File: src/rtl/regfile_debug_dumper_if.sv
// regfile_debug_dumper_if
//   Bundles the dumper's control handshake, the register-file debug read
//   port and the serial line into one interface.
//   Signals:
//     start    - one-cycle dump request            (to dumper)
//     busy     - dump in progress                  (from dumper)
//     done     - one-cycle end-of-dump pulse       (from dumper)
//     dbg_addr - debug read address, 5 bits       (from dumper)
//     dbg_clk  - debug read clock pulse            (from dumper)
//     dbg_data - debug read data, 32 bits         (to dumper)
//     tx       - 8N1 serial output, idle high      (from dumper)
//   Modports: master = dumper side, slave = lab top / register file side.
interface regfile_debug_dumper_if;
  logic        start;
  logic        busy;
  logic        done;
  logic [4:0]  dbg_addr;
  logic        dbg_clk;
  logic [31:0] dbg_data;
  logic        tx;

  modport master (
    input  start, dbg_data,
    output busy, done, dbg_addr, dbg_clk, tx
  );

  modport slave (
    output start, dbg_data,
    input  busy, done, dbg_addr, dbg_clk, tx
  );
endinterface

File: src/rtl/regfile_debug_dumper.sv
// regfile_debug_dumper
//   Walks register addresses 0..NUM_REGS-1 over the register file's debug
//   port and sends every 32-bit word MSB-first as 8N1 serial bytes.
//   Parameters:
//     CLKS_PER_BIT - clock cycles per serial bit (>= 2)
//     NUM_REGS     - registers dumped from address 0 (1..32)
//   Ports:
//     clock - system clock, posedge
//     reset - asynchronous, active-high; aborts a dump with no done pulse
//     bus   - regfile_debug_dumper_if.master (start/busy/done, dbg_*, tx)
//   Build option:
//     DUMP_HEADER_EN - when defined, each register is preceded by a header
//                      byte {3'b000, addr}, giving 5 bytes per register.
module regfile_debug_dumper #(
  parameter int CLKS_PER_BIT = 16,
  parameter int NUM_REGS     = 32
) (
  input  logic                          clock,
  input  logic                          reset,
  regfile_debug_dumper_if.master        bus
);

  localparam int CW = (CLKS_PER_BIT > 1) ? $clog2(CLKS_PER_BIT) : 1;
`ifdef DUMP_HEADER_EN
  localparam int BIW = 3;
  localparam logic [BIW-1:0] LAST_BYTE = 3'd4;
`else
  localparam int BIW = 2;
  localparam logic [BIW-1:0] LAST_BYTE = 2'd3;
`endif
  localparam logic [4:0]    LAST_ADDR = 5'(NUM_REGS - 1);
  localparam logic [CW-1:0] LAST_CLK  = CW'(CLKS_PER_BIT - 1);

  typedef enum logic [2:0] {
    S_IDLE, S_REQ, S_WAIT, S_CAPT, S_SEND, S_NEXT
  } state_e;

  state_e          state_q;
  logic [4:0]      addr_q;
  logic            dbg_clk_q;
  logic [31:0]     word_q;
  logic [BIW-1:0]  byte_idx_q;
  logic [3:0]      bit_idx_q;   // 0 = start, 1..8 = data, 9 = stop
  logic [CW-1:0]   clk_cnt_q;
  logic            tx_q;
  logic            busy_q;
  logic            done_q;
  logic [7:0]      cur_byte;

  // Byte currently on the wire, selected by byte_idx.
  always_comb begin
    cur_byte = 8'h00;
`ifdef DUMP_HEADER_EN
    case (byte_idx_q)
      3'd0:    cur_byte = {3'b000, addr_q};
      3'd1:    cur_byte = word_q[31:24];
      3'd2:    cur_byte = word_q[23:16];
      3'd3:    cur_byte = word_q[15:8];
      3'd4:    cur_byte = word_q[7:0];
      default: cur_byte = 8'h00;
    endcase
`else
    case (byte_idx_q)
      2'd0:    cur_byte = word_q[31:24];
      2'd1:    cur_byte = word_q[23:16];
      2'd2:    cur_byte = word_q[15:8];
      default: cur_byte = word_q[7:0];
    endcase
`endif
  end

  // tx is updated on the same edge that moves the bit counter, so the
  // value for the bit being entered is chosen from the bit being left.
  always_ff @(posedge clock or posedge reset) begin
    if (reset) begin
      state_q    <= S_IDLE;
      addr_q     <= '0;
      dbg_clk_q  <= 1'b0;
      word_q     <= '0;
      byte_idx_q <= '0;
      bit_idx_q  <= '0;
      clk_cnt_q  <= '0;
      tx_q       <= 1'b1;
      busy_q     <= 1'b0;
      done_q     <= 1'b0;
    end else begin
      case (state_q)
        S_IDLE: begin
          if (bus.start) begin
            addr_q    <= '0;
            busy_q    <= 1'b1;
            dbg_clk_q <= 1'b1;
            state_q   <= S_REQ;
          end
        end
        S_REQ: begin
          dbg_clk_q <= 1'b0;
          state_q   <= S_WAIT;
        end
        S_WAIT: state_q <= S_CAPT;
        S_CAPT: begin
          word_q     <= bus.dbg_data;
          byte_idx_q <= '0;
          bit_idx_q  <= '0;
          clk_cnt_q  <= '0;
          tx_q       <= 1'b0;
          state_q    <= S_SEND;
        end
        S_SEND: begin
          if (clk_cnt_q != LAST_CLK) begin
            clk_cnt_q <= clk_cnt_q + 1'b1;
          end else begin
            clk_cnt_q <= '0;
            if (bit_idx_q != 4'd9) begin
              bit_idx_q <= bit_idx_q + 4'd1;
              tx_q      <= (bit_idx_q == 4'd8) ? 1'b1 : cur_byte[bit_idx_q[2:0]];
            end else if (byte_idx_q != LAST_BYTE) begin
              byte_idx_q <= byte_idx_q + 1'b1;
              bit_idx_q  <= '0;
              tx_q       <= 1'b0;
            end else begin
              tx_q    <= 1'b1;
              done_q  <= (addr_q == LAST_ADDR);
              state_q <= S_NEXT;
            end
          end
        end
        S_NEXT: begin
          done_q <= 1'b0;
          if (addr_q == LAST_ADDR) begin
            busy_q  <= 1'b0;
            state_q <= S_IDLE;
          end else begin
            addr_q    <= addr_q + 5'd1;
            dbg_clk_q <= 1'b1;
            state_q   <= S_REQ;
          end
        end
        default: state_q <= S_IDLE;
      endcase
    end
  end

  assign bus.busy     = busy_q;
  assign bus.done     = done_q;
  assign bus.dbg_addr = addr_q;
  assign bus.dbg_clk  = dbg_clk_q;
  assign bus.tx       = tx_q;

endmodule
File: src/flat_wrapper.sv
// flat-port wrapper written by rule: the top's interface ports become plain ports
module regfile_debug_dumper_flat 
#(
  parameter int CLKS_PER_BIT = 16,
  parameter int NUM_REGS     = 32
)
  (clock, reset, bus_start, bus_dbg_data, bus_busy, bus_done, bus_dbg_addr, bus_dbg_clk, bus_tx);
  regfile_debug_dumper_if bus_i ();
  input  logic clock;
  input  logic reset;
  input wire logic [$bits(bus_i.start)-1:0] bus_start;
  input wire logic [$bits(bus_i.dbg_data)-1:0] bus_dbg_data;
  output wire logic [$bits(bus_i.busy)-1:0] bus_busy;
  output wire logic [$bits(bus_i.done)-1:0] bus_done;
  output wire logic [$bits(bus_i.dbg_addr)-1:0] bus_dbg_addr;
  output wire logic [$bits(bus_i.dbg_clk)-1:0] bus_dbg_clk;
  output wire logic [$bits(bus_i.tx)-1:0] bus_tx;
  assign bus_i.start = bus_start;
  assign bus_i.dbg_data = bus_dbg_data;
  assign bus_busy = bus_i.busy;
  assign bus_done = bus_i.done;
  assign bus_dbg_addr = bus_i.dbg_addr;
  assign bus_dbg_clk = bus_i.dbg_clk;
  assign bus_tx = bus_i.tx;
  regfile_debug_dumper #(.CLKS_PER_BIT(CLKS_PER_BIT), .NUM_REGS(NUM_REGS)) u_core (.clock(clock), .reset(reset), .bus(bus_i));
endmodule
File: config.mk
export PLATFORM = sky130hd
export DESIGN_NAME = regfile_debug_dumper_flat
export DESIGN_NICKNAME = d
export VERILOG_FILES = /design/src/rtl/regfile_debug_dumper_if.sv /design/src/rtl/regfile_debug_dumper.sv /design/src/flat_wrapper.sv
export SDC_FILE = /design/constraint.sdc
export NUM_CORES = 1
export LEC_CHECK = 0
export ABC_AREA = 1
export BUFFER_PORTS_ARGS = -buffer_cell sky130_fd_sc_hd__buf_2
export CAP_MARGIN = 40
export CORE_MARGIN = 2
export CORE_UTILIZATION = 30
export DETAILED_ROUTE_END_ITERATION = 16
export SLEW_MARGIN = 30
export SYNTH_ARGS = -nofsm -noshare
export SYNTH_HDL_FRONTEND = slang
export SYNTH_SLANG_ARGS = --single-unit
File: constraint.sdc
create_clock -name clock -period 2.29 [get_ports clock]
set_input_delay 0.458 -clock clock [delete_from_list [all_inputs] [get_ports clock]]
set_output_delay 0.458 -clock clock [all_outputs]
set_load 0.1 [all_outputs]
==> run summary <==
The run finished with clean final reports. Input and output buffers added on the ports amount to 43. The synthesized net count came out at ~390. The core region is a little under 9000 sq um. The post-layout minimum cycle time is between 1.5 and 2 ns. The number of hold buffers added after CTS came out at 0. Clock tree synthesis selected as its root buffer the cell sky130_fd_sc_hd__clkbuf_8. The first-pass GRT wire length came out at between 10000 and 15000 um. The distinct cell type count after synthesis is 25.

The async set-reset flop share out of synthesis came out at 1.000. The master of the slowest instance on the critical path is sky130_fd_sc_hd__dfstp_2. The share of the synthesized area in the top cell type is 0.4988. Across all layers, the routed design uses approximately 2300 vias.

Setup repair after global routing left no endpoint under its margin. The sequential group share of total power is 0.609. The residual overflow from global routing came out at 0. The type of the most critical hold path is in2async. The global-route total usage across every layer came out at 0.1346. The timing-limited maximum frequency is around 0.57 GHz. Traced cell by cell, the critical path runs through buf_2. STA classifies the critical path endpoint as a primary output.

In this run the horizontal extent of the chip is slightly below 100 um. Of the total power, the clock network draws 0.331. The initial antenna violation count is 0. The final hold violation count is 0. The total negative slack for setup checks is 0 ns. The clock slew at the register clock pins of the worst setup and hold paths came out at approximately 0.10 ns. Wires add up to about 6000 um. The sequential cell area fraction in the yosys report is 0.5087.

The worst register-to-register path begins at u_core.bus.dbg_addr[0]. The switching power came out at 0.4036 mW. For this design, the sink count on the clock tree is 54. The worst IR drop on VDD came out at between 0.2 and 0.25 mV. The arrival time at the worst endpoint came out at between 1 and 1.5 ns. The count of nets left with antenna violations once routing finished came out at 0. Dividing total power by cell area gives a power density of ~530 nW/um^2. The combinational share of power is 0.060. The ratio of cells with drive above 1 in the final layout is 0.1753. The most common cell in the synthesized netlist is sky130_fd_sc_hd__nand2_1. The largest fanout of any net on the critical path is 2. The longest individual stage delay on the worst path came out at ~0.55 ns.

The congestion estimate from routability-driven global placement came to 0.8810. The remaining design rule violation count is 0. The clock latency on the worst-skew pair came out at between 0.3 and 0.4 ns. The number of buffers inserted to repair setup after CTS came out at 0. Entering global routing, the biggest net connects 37 pins. The max-capacitance violation count came out at 0. The antenna diode count came out at 0. The internal power contribution came out at roughly 1.2 mW. Synthesis produced a netlist whose cell count is around 340. The clock arrives with 0.007825 ns of skew. The number of flip-flops and latches in the synthesized netlist came out at between 50 and 60.

The standby leakage power is between 1.5 and 2 nW. The I/O pin total came out at between 40 and 50. The via-per-instance ratio is roughly 4.6. The post-synthesis cell area is between 2000 and 3000 sq um.

The startpoint of the most critical setup path is u_core.bus.tx. The sum of buffers and inverters on the critical path is 1. The total clock buffers created by CTS is 5. The number of detailed-route iterations in the first pass is 4. TritonCTS built the clock tree.

The height of the chip came out at about 98 um. Broken down by cell family, the worst path's largest delay share belongs to flip-flops. The post-DP HPWL came out at 4392 um.

The area growth from synthesis to layout is 16.05%. In the final design database the tool counted about 430 nets. The commonest cells after synthesis are sky130_fd_sc_hd__nand2_1 (155), sky130_fd_sc_hd__dfrtp_1 (53), sky130_fd_sc_hd__inv_1 (28), sky130_fd_sc_hd__nor2_1 (19), sky130_fd_sc_hd__nand3_1 (16). Data on the critical path is required at its endpoint by between 1.5 and 2 ns. For this run, the leading register cell type out of synthesis is sky130_fd_sc_hd__dfrtp_1.

The number of warnings issued by yosys came out at 0. Once layout is complete, the utilization of the core stands at 0.3555. The remaining max-slew budget at the tightest pin came out at 0.6122.

The maximum number of buffers from clock root to sink is 2. The average instance in the mapped netlist occupies 7.729 sq um. The overall power consumption came out at roughly 1.6 mW. The worst setup path is launched from a flip-flop.

The placement row count is 34. Of the total power, the share spent switching nets is 0.2453. The initial utilization of the core area, before any placement, comes to 0.3064.

The total of cells resized after clock tree synthesis is 0. The number of synthesized flops with an enable pin is 0. The number of global-route vias before repair came to 2356. The max-slew violation count came out at 0. The average wire per standard cell came out at around 12 um.

The ratio of final minimum period to clock period came out at 0.7598. The biggest area consumer among synthesized cells is sky130_fd_sc_hd__dfrtp_1. The floorplan step defined a die boundary enclosing just under 10000 sq um.

For the pin with the worst max-slew slack, the measured transition is approximately 0.58 ns. The detailed router's first-iteration violation count is 105. Yosys attributes the largest share of cell area to sky130_fd_sc_hd__dfrtp_1 (50%), sky130_fd_sc_hd__nand2_1 (22%), sky130_fd_sc_hd__inv_1 (4.0%), sky130_fd_sc_hd__ha_1 (3.3%), sky130_fd_sc_hd__nand3_1 (3.0%). The H-tree level count is 2. The critical setup path kind is reg2out. Setup violations remaining at the end of the flow were counted as 0.
==> cells by family (layout without fill, tap and decap cells) <==
| family | after synthesis | after routing | synth area share |
|---|---|---|---|
| AND/OR/NAND/NOR | 201 | 201 | 0.3073 |
| flip-flops | 54 | 54 | 0.5087 |
| AO/OA/AOI/OAI | 40 | 40 | 0.08612 |
| buffers and inverters | 40 | 84 | 0.05835 |
| adder cells (fa/ha/maj) | 7 | 7 | 0.03294 |
| XOR/XNOR | 2 | 2 | 0.006589 |
==> per-layer routing <==
| metal | GRT usage | routed length (um) |
|---|---|---|
| met1 | 0.1865 | 2973 |
| met2 | 0.2229 | 2780 |
| met3 | 0.02720 | 219 |
| met4 | 0.02318 | 27 |
| met5 | 0 | 0 |
==> area by class of cell <==
cell class	instances	area, sq um
clock buffers	6	72.57
clock inverters	2	15.01
fillers	961	5593
inverters	31	116.4
multi-input cells	250	1151
flip-flops and latches	54	1353
well taps	108	135.1
repair buffers	45	242.7
==> flip-flops by register name (all words and copies together) (netlist names) <==
name                 cells
u_core.bus.done          1
u_core.bit_idx_q         4
u_core.byte_idx_q        2
u_core.bus.busy          1
u_core.bus.dbg_clk       1
u_core.bus.dbg_addr      5
u_core.word_q           32
u_core.bus.tx            1
u_core.clk_cnt_q         4
u_core.state_q           3
==> stage by stage <==
step / instance area (sq um) / setup WS [ns] / hold slack (ns) / cells
2_1_floorplan: 2659 / 0.04793 / 0.4436 / 344
3_3_place_gp: 2998 / 0.6463 / 0.4641 / 488
3_5_place_dp: 2998 / 0.6100 / 0.4718 / 488
4_1_cts: 3085 / 0.5263 / 0.2161 / 496
5_1_grt: 3085 / 0.4544 / 0.2262 / 496
6_report: 3085 / 0.5501 / 0.1987 / 496
==> final timing paths <==
check / endpoint / slack (ns) / cells past startpoint
setup / recovery: bus_tx / 0.55 / 1
hold / removal: u_core.byte_idx_q[1] / 0.20 / 2
max in group asynchronous: u_core.word_q[0] / 1.53 / 3
setup reg to reg: u_core.bus.dbg_addr[2] / 0.61 / 8
min in group clock: u_core.word_q[23] / 0.33 / 3
hold reg to reg: u_core.bus.tx / 0.49 / 2
==> power groups by stage <==
stage / sequential (mW) / combinational, mW / clock (mW)
final: 1.00 / 0.0985 / 0.545
after global routing: 1.01 / 0.117 / 0.613
after CTS: 1.00 / 0.102 / 0.565
after detailed placement: 1.02 / 0.101 / 0
after global placement: 1.02 / 0.0989 / 0
after floorplan: 1.02 / 0.0470 / 0
==> cell usage in the layout (no fill, tap or decap), drive strengths merged <==
master	instances
o31ai	2
nand2	157
o32ai	1
a21oi	14
dfstp	1
ha	7
dfrtp	53
inv	31
o22ai	1
nor3	3
clkinvlp	2
a22o	3
buf	45
nor2	24
nand3	17
o21ai	19
xor2	2
clkbuf	6
No activity file was read; power rests on OpenSTA's default activity.
